<file path="src/rtl/pri_arbiter_lock.sv">
// pri_arbiter_lock: registered priority arbiter with grant locking.
// Picks one requester by highest effective priority level, breaking ties
// with a round-robin pointer kept per level, and holds the grant until the
// owner lets go. Requesters that keep losing are aged up to the top level.
//
// Handshake: a grant is offered by registering gnt and entering LOCK; it is
// withdrawn when owner_release=1, the owner drops req, or en=0, and gnt
// clears on the following edge. Exactly one idle cycle separates owners.
//
// The owner's release input is called owner_release because "release" is a
// reserved word in SystemVerilog.
module pri_arbiter_lock #(
  parameter int N       = 4,
  parameter int P       = 16,
  parameter int C       = $clog2(P),
  parameter int AGE_MAX = 15
) (
  input  logic                  clk,
  input  logic                  reset,
  input  logic                  en,
  input  logic [N-1:0]          req,
  input  logic [C-1:0]          pri_req [N],
  input  logic                  update_en,
  input  logic                  owner_release,
  output logic [N-1:0]          gnt,
  output logic                  any_gnt,
  output logic [$clog2(N)-1:0]  gnt_idx,
  output logic [C-1:0]          gnt_pri,
  output logic [C-1:0]          pri_out [N],
  output logic                  busy
);

  localparam int IW = $clog2(N);
  localparam int AW = $clog2(AGE_MAX + 1);

  localparam logic [0:0] IDLE = 1'b0;
  localparam logic [0:0] LOCK = 1'b1;

  logic [0:0]    state_q;
  logic [IW-1:0] ptr_q [P];
  logic [AW-1:0] age_q [N];

  logic [C-1:0]  eff [N];
  logic [C-1:0]  win_lvl;
  logic [IW-1:0] win_idx;
  logic          win_found;
  logic [IW:0]   cand;
  logic          grant_now;
  logic          owner_drop;
  logic          drop_now;
  logic [IW-1:0] ptr_next;

  // Effective level: a fully aged requester competes at the top level.
  always_comb begin
    for (int i = 0; i < N; i++) begin
      eff[i] = (age_q[i] == AW'(AGE_MAX)) ? C'(P - 1) : pri_req[i];
    end
  end

  // Winning level: highest effective level among active requesters.
  always_comb begin
    win_lvl = '0;
    for (int i = 0; i < N; i++) begin
      if (req[i] && (eff[i] > win_lvl)) begin
        win_lvl = eff[i];
      end
    end
  end

  // Winner: first requester at the winning level, scanning up from ptr[L].
  always_comb begin
    win_idx   = '0;
    win_found = 1'b0;
    cand      = '0;
    for (int k = 0; k < N; k++) begin
      cand = {1'b0, ptr_q[win_lvl]} + (IW+1)'(k);
      if (cand >= (IW+1)'(N)) begin
        cand = cand - (IW+1)'(N);
      end
      if (!win_found && req[cand[IW-1:0]] && (eff[cand[IW-1:0]] == win_lvl)) begin
        win_found = 1'b1;
        win_idx   = cand[IW-1:0];
      end
    end
  end

  // Control terms: new grant, owner-driven release, any release, next pointer.
  always_comb begin
    grant_now  = (state_q == IDLE) && en && win_found;
    owner_drop = owner_release || !req[gnt_idx];
    drop_now   = (state_q == LOCK) && (owner_drop || !en);
    ptr_next   = (gnt_idx == IW'(N - 1)) ? '0 : gnt_idx + 1'b1;
  end

  // FSM, grant registers and per-level round-robin pointers.
  always_ff @(posedge clk or negedge reset) begin
    if (!reset) begin
      state_q <= IDLE;
      gnt     <= '0;
      gnt_idx <= '0;
      gnt_pri <= '0;
      for (int l = 0; l < P; l++) begin
        ptr_q[l] <= '0;
      end
    end else begin
      if (grant_now) begin
        state_q <= LOCK;
        gnt     <= N'(1) << win_idx;
        gnt_idx <= win_idx;
        gnt_pri <= win_lvl;
      end else if (drop_now) begin
        state_q <= IDLE;
        gnt     <= '0;
        gnt_idx <= '0;
        gnt_pri <= '0;
        // Only an owner-driven release while enabled advances the pointer.
        if (en && update_en && owner_drop) begin
          ptr_q[gnt_pri] <= ptr_next;
        end
      end
    end
  end

  // Age counters: count losing cycles, clear on grant or idle, freeze when disabled.
  always_ff @(posedge clk or negedge reset) begin
    if (!reset) begin
      for (int i = 0; i < N; i++) begin
        age_q[i] <= '0;
      end
    end else if (en) begin
      for (int i = 0; i < N; i++) begin
        if (!req[i]) begin
          age_q[i] <= '0;
        end else if (grant_now && (win_idx == IW'(i))) begin
          age_q[i] <= '0;
        end else if ((state_q == LOCK) && (gnt_idx == IW'(i))) begin
          age_q[i] <= age_q[i];
        end else if (age_q[i] != AW'(AGE_MAX)) begin
          age_q[i] <= age_q[i] + 1'b1;
        end
      end
    end
  end

  // Outputs derived only from registered state.
  always_comb begin
    busy    = (state_q == LOCK);
    any_gnt = |gnt;
    for (int i = 0; i < N; i++) begin
      pri_out[i] = {C{gnt[i]}} & gnt_pri;
    end
  end

endmodule

</file>
<file path="config.mk">
export PLATFORM = sky130hd
export DESIGN_NAME = pri_arbiter_lock
export DESIGN_NICKNAME = d
export VERILOG_FILES = /design/src/rtl/pri_arbiter_lock.sv
export SDC_FILE = /design/constraint.sdc
export NUM_CORES = 1
export LEC_CHECK = 0
export CAP_MARGIN = 0
export CORE_MARGIN = 8
export CORE_UTILIZATION = 55
export DETAILED_ROUTE_END_ITERATION = 7
export PLACE_DENSITY = 0.77
export SETUP_SLACK_MARGIN = 0.3
export SKIP_CTS_REPAIR_TIMING = 1
export SYNTH_ARGS = -nofsm -noshare
export SYNTH_HDL_FRONTEND = slang
export SYNTH_SLANG_ARGS = --single-unit
</file>
<file path="constraint.sdc">
create_clock -name clk -period 20.7 [get_ports clk]
set_input_delay 3.105 -clock clk [delete_from_list [all_inputs] [get_ports clk]]
set_output_delay 3.105 -clock clk [all_outputs]
set_load 0.01 [all_outputs]
</file>
After elaboration in Yosys (flattened, before gate mapping). Index checks and enable logic that the tools add are counted.

Bits in registers: 59. Output and inout port bits: 28. Logic and storage cells: 208. Input bits: 25.

Shift operators: 1. Mux-type cells: 72. Add/subtract/negate cells: 12. Order comparisons: 20. Reductions and logical operators: 41. Equal/unequal tests: 26. Bitwise gates (word level): 12.

Operators with widths (count): 4-bit two-way mux (35); 4-bit binary-select mux with 2-bit select (4); 32-bit bitwise mux (1); 2-bit two-way mux (14); 1-bit logical AND (25); 3-bit greater-or-equal comparator (second input constant) (7); 4-bit by 1-bit adder with 4-bit output (second input constant) (4); 4-bit AND (4); 4-bit == test (4); 4-bit == test (second input constant) (4); 4-bit inequality test (second input constant) (4); 2-bit by 3-bit < comparator with 1-bit output (second input constant) (5); 3-bit AND reduction (5); 4-bit greater-than comparator (3); 3-bit by 1-bit inequality test with 1-bit output (second input constant) (4); 3-bit inequality test (second input constant) (4); 2-bit inverter with 3-bit output (4); 1-bit two-way mux (11); 1-bit binary-select mux with 2-bit select (5); 5-bit greater-or-equal comparator (second input constant) (2); 4-bit inverter with 5-bit output (2); 2-bit binary-select mux with 4-bit select (1); 2-bit demux with 4-bit select (1); 2-bit == test (second input constant) (4); 15 further kinds (27).

Logic depth before layout (Yosys ltp). Gate-level depths: netlist (run 1).

Depth in word-level cells: 43. Gate-level depth with buffers: 38. Mapped depth without buffers: 34.

Worst setup path before layout (run 1). OpenSTA, ideal clock, no wires.

Path kind: input port to flip-flop. From: in pri_req[13] (netlist name). To: reg age_q[10] (netlist name). Buffers on the path: 3. Data required time: 20577 ps. Data arrival time: 9895 ps. Stages on the path: 35. Path slack: 10682 ps. Library setup time: 123 ps. Path through: nor2_8 -> nor2b_4 -> inv_4 -> ha_1 -> nor2b_2 -> o211a_1 -> o21ai_2 -> a21oi_1 -> ha_1 -> nor2b_1 -> o211ai_1 -> a21oi_2 -> a2111o_1 -> o21ai_0 -> ha_1 -> nor2b_1 -> o211ai_1 -> a21o_1 -> buf_2 -> o21ai_1 -> clkbuf_1 -> o211a_1 -> a2111oi_1 -> o41ai_1 -> o31ai_2 -> buf_6 -> mux2i_1 -> a211oi_1 -> nor4b_2 -> and4b_2 -> a21boi_2 -> o21a_1 -> nor3_2 -> nand2_1 -> o221a_1.

Cells in the longest elaborated chain, start to end: 42. Elaborated cells on any way between the ends: 86. Classes of those cells: add/sub: 7; order compare: 8; eq/ne: 7; mux: 42; bitwise: 5; reduce/logical: 17.

RTL lines: from (decl) (line 22) `input logic [C-1:0] pri_req [N],`; 4-bit two-way mux (*) (line 56) `eff[i] = (age_q[i] == AW'(AGE_MAX)) ? C'(P - 1) : pri_req[i];`; 4-bit by 1-bit greater-than comparator with 1-bit output (line 64) `if (req[i] && (eff[i] > win_lvl)) begin`; 1-bit logical AND (line 64); 4-bit two-way mux (line 64); 4-bit greater-than comparator (line 64); 1-bit logical AND (line 64); 4-bit two-way mux (line 64); 4-bit greater-than comparator (line 64); [25 not listed]; 1-bit two-way mux (line 80) `if (!win_found && req[cand[IW-1:0]] && (eff[cand[IW-1:0]] == win_lvl)) begin`; 1-bit zero test (line 80); 1-bit logical AND (2 in series) (line 80); 2-bit two-way mux / 1-bit two-way mux (equally long branches) (line 80); 2-bit by 1-bit == test with 1-bit output / 1-bit logical AND (equally long branches) (line 134, 89); 1-bit logical AND (*) (line 134) `end else if (grant_now && (win_idx == IW'(i))) begin`; 3-bit by 1-bit inequality test with 1-bit output (no source line), or another cell as far along; 3-bit AND reduction (no source line) / 4-bit two-way mux (equally long branches); to (signal, indexed assignment) (line 137) `age_q[i] <= age_q[i];`; to (signal, indexed assignment) (line 139) `age_q[i] <= age_q[i] + 1'b1;`; to (decl) (line 41) `logic [AW-1:0] age_q [N];`.

Mark *: on every way between the ends. The rest lies on a longest branch, timed or not. The select of a mux whose other input is x is not followed. A chain may end at the register's enable or synchronous reset.

Worst setup path in the final report (run 1).
From: in req[0]. To: reg age_q[7] (netlist name).

Cells in the longest elaborated chain, start to end: 40. Elaborated cells on any way between the ends: 84. Classes of those cells: add/sub: 7; order compare: 7; eq/ne: 7; mux: 41; bitwise: 5; reduce/logical: 17.

RTL lines: from (decl) (line 21) `input logic [N-1:0] req,`; 1-bit logical AND (line 64); 4-bit two-way mux (line 64); 4-bit greater-than comparator (line 64); 1-bit logical AND (line 64); 4-bit two-way mux (line 64); 4-bit greater-than comparator (line 64); 1-bit logical AND (line 64); 4-bit two-way mux (line 64); [23 not listed]; 1-bit two-way mux (line 80); 1-bit zero test (line 80); 1-bit logical AND (2 in series) (line 80); 2-bit two-way mux / 1-bit two-way mux (equally long branches) (line 80); 2-bit == test / 1-bit logical AND (equally long branches) (line 134, 89); 1-bit logical AND (*) (line 134); 3-bit by 1-bit inequality test with 1-bit output (no source line), or another cell as far along; 3-bit AND reduction (no source line) / 4-bit two-way mux (equally long branches).

Marked as above.

==> impl_results.md, run 1 <==
* Worst path max stage delay at 0.91 ns
* Ports at 53
* Total GRT Usage at 24.7%
* Highest metal used: met4
* CTS Root Cell: clkbuf_8
* Clk_lat worst skew at 0.34 ns
* Number of buffers created by CTS at 9
* Total Wirelength at 16400 µm
* Ys async rst share at 100%
* TritonCTS clock tree: built
* Maximum buffer depth of the clock tree at 2
* Relative slew margins at 25.9%
* Pleak at 2.77 nW
* H-Tree Depth at 3
* Starting Density at 56.4%
* Post-synth EDFFs at 0
* Die ar. at 13500 µm²
* Top cells by area, synth: dfrtp_1 27%, mux2_2 7.4%, mux2i_1 5.3%, ha_1 4.5%, nand2_1 4.1%
* Grt total ovfl at 0
* Fin Clk Skew at 0.00770 ns
* Max VDD drop at 0.0000658 V
* DR iter-0 viols at 386
* Total power at 689 µW
* Share of layout cells above drive strength 1 at 17.1%
* Setup TNS at 0 ns
* CP Class: in -> reg
* Initial antenna violation count at 0
* WL met1 at 7090 µm
* CTS sink count at 59
* Cell area after synthesis at 5510 µm²
* Crit path DAT at 12.89 ns
* Sequential area share after synthesis at 26.8%
* Routed wl met3 at 1140 µm
* Outcome: finished, final reports clean
* Placed Cells at 761
* Max-slew violations at 0
* Commonest non-fill, non-tap cells in the layout: 60 x nand2_1, 59 x dfrtp_1, 51 x clkdlybuf4s50_1
* Fin cells at 777
* Area leader, netlist: dfrtp_1
* Hold Crit Class: reg -> reg
* Vias at 5150
* F_max at 78.9 MHz
* # setup viols final at 0
* Top FF cell, synth: dfrtp_1
* Mapped Avg Cell Area at 9.16 µm²
* Dpl hpwl at 12400 µm
* Fillers at 818
* Worst-Margin Slew at 1.11 ns
* Number of distinct library cells after synthesis at 86
* Die width at 116 µm
* DRC Markers at 0
* Core Area at 9770 µm²
* Unrepaired setup endpoints after global routing: false
* Yosys reg bits at 59
* Die height at 116 µm
* Worst EP required at 20.92 ns
* Worst-path fanout max at 26
* Antenna diodes at 0
* Site Rows at 36
* Vias per cell at 6.63
* Post-Synthesis Cells at 602
* Clock transition at path regs at 0.08 ns
* Area Overhead vs Synth at 13.5%
* Crit-path slowest cell: o21ai_2
* 1st-pass router iterations at 7
* Final worst path period need at 12.68 ns
* Commonest non-fill, non-tap cell in the layout: nand2_1
* First-pass GRT wire length at 26400 µm
* Pwr per Cell Area at 110 nW/µm²
* Ys Warns at 0
* Max-Cap Viols at 0
* Hold slack at 0.517 ns
* Routed Antenna Nets at 0
* WL met2 at 7800 µm
* Final GP Congestion at 0.969
* PortBufs at 52
* Syn_nets at 647
* Period Utilization, post-route at 61.2%
* Fin. Hold Viols at 0
* Routed WL per cell at 21.1 µm
* Largest net degree at the start of global routing at 60
* Share of the synthesized area in the top cell type at 26.8%
* NumNets Final at 684
* Worst Setup End Kind: flop
* Vias in the first global route at 4948
* Startpoint types: primary input
==> critical path, delay by kind of cell <==
| kind | cells | cell delay (ns) |
|---|---|---|
| compound gates | 16 | 5.13 |
| simple gates | 10 | 2.49 |
| fa+ha+maj | 3 | 0.88 |
| buf+inv | 2 | 0.86 |
| mux | 1 | 0.42 |
==> worst paths after layout <==
| path | start | endpoint | slack (ns) | cells after the start |
|---|---|---|---|---|
| setup / recovery | req[0] | age_q[7] | 8.02 | 32 |
| hold / removal | ptr_q[24] | ptr_q[24] | 0.52 | 1 |
| setup reg to reg | age_q[8] | age_q[7] | 10.53 | 32 |
| hold reg to reg | ptr_q[24] | ptr_q[24] | 0.52 | 1 |
| max in group asynchronous | reset | ptr_q[21] | 17.29 | 2 |
| min in group asynchronous | reset | busy | 2.90 | 2 |
==> cell families (layout without fill, tap and decap cells) <==
| group | Yosys count | count (layout) | share of synthesized area, % |
|---|---|---|---|
| fa+ha+maj | 20 | 20 | 4.54 |
| simple gates | 221 | 221 | 22.6 |
| flops | 59 | 59 | 26.8 |
| mux | 70 | 70 | 14.7 |
| buf+inv | 47 | 89 | 3.95 |
| xor+xnor | 23 | 23 | 3.66 |
| compound gates | 162 | 162 | 23.8 |
==> final cells by class <==
type	count	area [µm²]	share of cell area, %
multi-input cells	496	3830	61.2
flip-flops and latches	59	1480	23.6
repair buffers	55	538	8.60
well taps	133	166	2.66
clock buffers	9	124	1.98
inverters	18	70.1	1.12
clock inverters	7	52.6	0.840
==> synthesized netlist by cell type (3+ instances only) <==
| cell type | number |
|---|---|
| o2bb2ai_1 | 4 |
| mux4_2 | 4 |
| nand2_1 | 60 |
| nor2_1 | 27 |
| nand2b_1 | 5 |
| o21ai_0 | 10 |
| dfrtp_1 | 59 |
| nand4_1 | 9 |
| buf_2 | 10 |
| a2111oi_0 | 5 |
| o211a_1 | 14 |
| nor2b_2 | 3 |
| nor2b_1 | 6 |
| o22ai_1 | 3 |
| inv_1 | 17 |
| mux2i_1 | 29 |
| a2111oi_1 | 6 |
| a22o_1 | 4 |
| a211o_1 | 3 |
| a21o_1 | 10 |
| ha_1 | 20 |
| o31ai_2 | 3 |
| clkbuf_1 | 13 |
| nand3_1 | 19 |
| a211oi_1 | 9 |
| buf_6 | 3 |
| mux2_2 | 36 |
| and2_1 | 20 |
| xor2_1 | 8 |
| o221a_1 | 4 |
| and4_1 | 3 |
| and3_1 | 10 |
| a22oi_1 | 3 |
| xnor2_1 | 15 |
| o21ai_1 | 8 |
| nor2_2 | 7 |
| o21ai_2 | 4 |
| nor4_1 | 4 |
| a31oi_1 | 6 |
| o211ai_1 | 6 |
| nor3_1 | 26 |
| o21a_1 | 3 |
| a21oi_1 | 26 |
| nor4_2 | 3 |
==> layer usage <==
metal	vias up	track usage (%)
met2	226	40.6
met1	2513	32.8
met4	0	7.43
li1	2381	-
met5	-	0
met3	30	3.52
==> state kept, by name, indices dropped and copies added (netlist names) <==
register / cells
gnt_pri: 4
busy: 1
age_q: 16
gnt_idx: 2
ptr_q: 32
gnt: 4
==> power breakdown <==
group          total, mW  leakage (nW)  switching [mW]  internal, mW
registers          0.182         0.802          0.0389         0.143
clock network     0.0973        0.0896          0.0533        0.0440
logic              0.409          1.88           0.243         0.167
==> per-stage QoR <==
stage	instance area [µm²]	setup WS [ns]	utilization, %
after floorplan	5510	10.68	-
after global placement	6080	8.36	62.2
after detailed placement	6080	7.88	62.2
after CTS	6250	8.20	64.0
after global routing	6250	7.44	64.0
final	6250	8.02	64.0
Power figures use the tool's default switching activity.
==> run 2, diff against run 1 <==
==> constraint.sdc (replaced) <==
create_clock -name clk -period 13.05 [get_ports clk]
set_input_delay 1.9575 -clock clk [delete_from_list [all_inputs] [get_ports clk]]
set_output_delay 1.9575 -clock clk [all_outputs]
set_load 0.01 [all_outputs]
==> impl_results.md, run 2 (synthesis results as in run 1) <==
* Outcome: finished, final reports clean
* Dpl hpwl at 12100 µm (-1.9%)
* CP Class: in -> reg
* Total GRT Usage at 24.6% (-0.099 points)
* Antenna diodes at 0 (unchanged)
* Largest net degree at the start of global routing at 60 (unchanged)
* Clk_lat worst skew at 0.35 ns (about the same)
* Commonest non-fill, non-tap cell in the layout: nand2_1
* Relative slew margins at 22.8% (-3.1 points)
* Max-Cap Viols at 0 (unchanged)
* CTS sink count at 59 (unchanged)
* Max VDD drop at 0.000104 V (+59%)
* Hold Crit Class: reg -> reg
* Max reg flops at 32 (unchanged)
* Clock transition at path regs at 0.08 ns (about the same)
* Total Wirelength at 16100 µm (-1.8%)
* Commonest non-fill, non-tap cells in the layout: 60 x nand2_1, 59 x dfrtp_1, 51 x clkdlybuf4s50_1
* Routed Antenna Nets at 0 (unchanged)
* Most common cell on crit path: ha_1
* PortBufs at 52 (unchanged)
* Unrepaired setup endpoints after global routing: false
* First-pass GRT wire length at 26100 µm (-1.0%)
* Setup TNS at 0 ns (unchanged)
* Final worst path period need at 11.74 ns
* Final GP Congestion at 0.939 (-3.1%)
* Site Rows at 36 (unchanged)
* DRC Markers at 0 (unchanged)
* Number of buffers created by CTS at 9 (unchanged)
* Area Overhead vs Synth at 13.5% (unchanged)
* Worst-path fanout max at 26 (unchanged)
* # setup viols final at 0 (unchanged)
* Crit path DAT at 11.97 ns (-0.92 ns)
* Fillers at 839 (+2.6%)
* Die width at 116 µm (unchanged)
* Starting Density at 56.4% (unchanged)
* Pleak at 2.76 nW (-0.45%)
* TritonCTS clock tree: built
* H-Tree Depth at 3 (unchanged)
* Worst Setup End Kind: flop
* Fin. Hold Viols at 0 (unchanged)
* Fin util at 64.0% (unchanged)
* Vias per cell at 6.57 (-0.94%)
* 1st-pass router iterations at 5 (-2)
* Startpoint types: primary input
* Die height at 116 µm (unchanged)
* Worst-Margin Slew at 1.15 ns (+0.0401 ns)
* Max-slew violations at 0 (unchanged)
* Crit-path slowest cell: clkdlybuf4s50_1
* Routed WL per cell at 20.7 µm (-1.7%)
* Initial antenna violation count at 0 (unchanged)
* Ports at 53 (unchanged)
* Vias in the first global route at 4919 (-0.59%)
* NumNets Final at 684 (unchanged)
* Grt total ovfl at 0 (unchanged)
* Fin Clk Skew at 0.0141 ns (+0.00638 ns)
* F_max at 85.2 MHz
* Share of layout cells above drive strength 1 at 17.0% (-0.13 points)
* Period Utilization, post-route at 89.9%
* Core Area at 9770 µm² (unchanged)
* Die ar. at 13500 µm² (unchanged)
* Largest Register: ptr_q
* DR iter-0 viols at 490 (+27%)
* Worst path max stage delay at 0.87 ns (-0.04 ns)
* Pwr per Cell Area at 174 nW/µm² (+58%)
* Maximum buffer depth of the clock tree at 2 (unchanged)
* CTS Root Cell: clkbuf_8
* Vias at 5095 (-1.1%)
* Top Registers: ptr_q x32, age_q x16
* Worst EP required at 13.29 ns (-7.63 ns)
## run 2: changes by cell type in the layout (fill, tap and decap cells not counted), sizes merged
cell / change
clkinv: -5
clkinvlp: +3
clkbuf: +1
## run 2: final cells by class
class                   count  area (µm²)  share of cell area (%)
repair buffers             55         538                    8.60
inverters                  18        70.1                    1.12
clock inverters             5        38.8                   0.620
clock buffers              10         138                    2.20
multi-input cells         496        3830                    61.2
well taps                 133         166                    2.66
flip-flops and latches     59        1480                    23.6
## run 2: layer usage
layer  part of all wire [%]  wire length [µm]  global-route usage, %  vias up
met3                    7.4              1190                   4.29       36
met4                    2.5               407                   8.38        0
li1                       -                 -                      -     2359
met1                     43              6960                   32.2     2456
met2                     47              7520                   40.0      244
met5                      0                 0                      0        -
## run 2: per-stage QoR
stage / total power [mW] / cell area, µm² / cells / hold slack [ns] / worst slack (ns)
2_1_floorplan: 0.752 / 5510 / 602 / 0.479 / 4.18
6_report: 1.09 / 6250 / 776 / 0.527 / 1.31
3_5_place_dp: 0.918 / 6080 / 761 / 0.504 / 1.25
4_1_cts: 1.08 / 6250 / 776 / 0.525 / 1.52
5_1_grt: 1.15 / 6250 / 776 / 0.540 / 0.536
3_3_place_gp: 0.902 / 6080 / 761 / 0.494 / 1.60
## run 2: path summary, 6_finish.rpt
kind	start	endpoint	slack, ns	cells past startpoint
max in group asynchronous	reset	ptr_q[17]	10.78	2
hold reg to reg	ptr_q[24]	ptr_q[24]	0.53	1
hold / removal	ptr_q[24]	ptr_q[24]	0.53	1
setup reg to reg	age_q[12]	age_q[13]	2.80	33
min in group asynchronous	reset	age_q[14]	1.72	2
setup / recovery	req[0]	age_q[13]	1.31	31
## run 2: power breakdown
group,switching [mW],internal [mW]
clock network,0.0832,0.0735
logic,0.379,0.264
registers,0.0598,0.227
total,0.522,0.565
## run 2: critical path, delay by kind of cell
family | cells | cell delay, ns
AO/OA/AOI/OAI | 17 | 5.27
AND/OR/NAND/NOR | 7 | 2.10
buffers and inverters | 2 | 0.93
adder cells (fa/ha/maj) | 3 | 0.87
multiplexers | 2 | 0.83
==> run 3, diff against run 2 <==
--- a/config.mk
+++ b/config.mk
@@ -5,11 +5,13 @@
 export SDC_FILE = /design/constraint.sdc
 export NUM_CORES = 1
 export LEC_CHECK = 0
+export ABC_CLOCK_PERIOD_IN_PS = 13050
 export CAP_MARGIN = 0
 export CORE_MARGIN = 8
 export CORE_UTILIZATION = 55
 export DETAILED_ROUTE_END_ITERATION = 7
 export PLACE_DENSITY = 0.77
+export REMOVE_ABC_BUFFERS = 1
 export SETUP_SLACK_MARGIN = 0.3
 export SKIP_CTS_REPAIR_TIMING = 1
 export SYNTH_ARGS = -nofsm -noshare
==> impl_results.md, run 3 (synthesis results as in run 1) <==
* Commonest non-fill, non-tap cell in the layout: nand2_1
* Fin util at 64.1% (+0.10 points)
* NumNets Final at 685 (+0.15%)
* Fin Clk Skew at 0.0100 ns (-0.00405 ns)
* Fillers at 864 (+3.0%)
* Max reg flops at 32 (unchanged)
* Largest net degree at the start of global routing at 60 (unchanged)
* H-Tree Depth at 3 (unchanged)
* Most common cell on crit path: ha_1
* 1st-pass router iterations at 5 (unchanged)
* Worst-path fanout max at 26 (unchanged)
* Total GRT Usage at 25.2% (+0.62 points)
* Max-Cap Viols at 0 (unchanged)
* Fin. Hold Viols at 0 (unchanged)
* Pre-CTS WS at 1.41 ns (+0.159 ns)
* Top Registers: ptr_q x32, age_q x16
* Max-slew violations at 0 (unchanged)
* TritonCTS clock tree: built
* Unrepaired setup endpoints after global routing: false
* CTS sink count at 59 (unchanged)
* Clock transition at path regs at 0.07 ns (about the same)
* Relative slew margins at 26.4% (+3.6 points)
* Vias in the first global route at 5035 (+2.4%)
* Max VDD drop at 0.000100 V (-3.8%)
* Routed Antenna Nets at 0 (unchanged)
* Met2 GRT Util at 40.4% (+0.42 points)
* Hold slack at 0.524 ns (-0.00260 ns)
* Site Rows at 36 (unchanged)
* Clk_lat worst skew at 0.36 ns (about the same)
* Number of buffers created by CTS at 9 (unchanged)
* CP Class: in -> reg
* Vias per cell at 6.67 (+1.6%)
* DRC Markers at 0 (unchanged)
* Area Overhead vs Synth at 13.6%
* Initial antenna violation count at 0 (unchanged)
* Antenna diodes at 0 (unchanged)
* CTS Root Cell: clkbuf_8
* First-pass GRT wire length at 26700 µm (+2.2%)
* Share of layout cells above drive strength 1 at 16.9% (-0.026 points)
* Met1 usage at 32.9% (+0.66 points)
* Worst EP required at 13.29 ns (about the same)
* Grt total ovfl at 0 (unchanged)
* Ports at 53 (unchanged)
* Core Area at 9770 µm² (unchanged)
* Routed WL per cell at 21.2 µm (+2.2%)
* Final GP Congestion at 0.964 (+2.7%)
* Vias at 5184 (+1.7%)
* Total power at 1.10 mW (+0.96%)
* Pwr per Cell Area at 175 nW/µm² (+0.79%)
* Total Wirelength at 16500 µm (+2.4%)
* Setup TNS at 0 ns (unchanged)
* Starting Density at 56.4% (unchanged)
* Hold Crit Class: reg -> reg
* Setup ws final at 1.55 ns (+0.238 ns)
* Maximum buffer depth of the clock tree at 2 (unchanged)
* F_max at 87.0 MHz (+2.1%)
* Crit-path slowest cell: o21ai_2
* Die ar. at 13500 µm² (unchanged)
* Startpoint types: primary input
* PortBufs at 52 (unchanged)
* Worst path max stage delay at 0.83 ns (-0.04 ns)
* Crit path DAT at 11.74 ns (-0.23 ns)
* Outcome: finished, final reports clean
* Die height at 116 µm (unchanged)
* Die width at 116 µm (unchanged)
* Commonest non-fill, non-tap cells in the layout: 60 x nand2_1, 59 x dfrtp_1, 51 x clkdlybuf4s50_1
* M3 GR Usage at 5.38% (+1.1 points)
* Dpl hpwl at 12500 µm (+3.2%)
* DR iter-0 viols at 456 (-6.9%)
* Pleak at 2.78 nW (+0.84%)
* # setup viols final at 0 (unchanged)
* Period Utilization, post-route at 88.1% (-1.8 points)
* Busiest layer in global routing: met2
* Largest Register: ptr_q
* Worst-Margin Slew at 1.10 ns (-0.0471 ns)
* Final worst path period need at 11.50 ns (-0.238 ns)
* Worst Setup End Kind: flop
## run 3: cell types whose count changed in the layout (fill, tap and decap cells not counted)
cell	change
clkbuf_8	+2
clkbuf_1	+1
clkinv_2	+2
buf_4	+1
inv_6	-1
clkinvlp_4	-4
## run 3: layout make-up
type | instances | area, µm² | area share [%]
clock buffer | 13 | 169 | 2.70
clock inverter | 2 | 10.0 | 0.160
inverter | 18 | 70.1 | 1.12
multi-input combinational | 496 | 3830 | 61.1
sequential | 59 | 1480 | 23.6
tap | 133 | 166 | 2.66
timing repair buffer | 56 | 546 | 8.71
## run 3: path summary, 6_finish.rpt
path	startpoint	endpoint	slack, ns	depth (start not counted)
min in group asynchronous	reset	gnt[3]	1.75	2
worst max-delay path	req[0]	age_q[10]	1.55	32
worst min register to register	ptr_q[26]	ptr_q[26]	0.52	1
max in group asynchronous	reset	ptr_q[26]	10.81	2
worst max register to register	age_q[8]	age_q[10]	3.08	33
worst min-delay path	ptr_q[26]	ptr_q[26]	0.52	1
## run 3: through the flow
step                      instances  instance area [µm²]
final                           777                 6260
after global routing            777                 6260
after CTS                       777                 6260
after detailed placement        762                 6080
after global placement          762                 6080
after floorplan                 573                 5360
## run 3: power breakdown
part           internal, mW  leakage [nW]  switching [mW]
clock network        0.0828        0.0953          0.0726
logic                 0.264          1.89           0.386
registers             0.227         0.802          0.0642
total                 0.574          2.78           0.523
## run 3: critical path: cells and delay by family
family / cells / cell delay (ns)
AOI/OAI and AO/OA: 19 / 5.88
adders and majority gates: 3 / 0.86
buffers and inverters: 2 / 0.88
muxes: 1 / 0.43
and+or+nand+nor: 7 / 1.70
## run 3: per-layer routing
metal  wire length (µm)  share of wire (%)
met1               7140                 43
met2               7680                 47
met3               1300                7.9
met4                343                2.1
met5                  0                  0
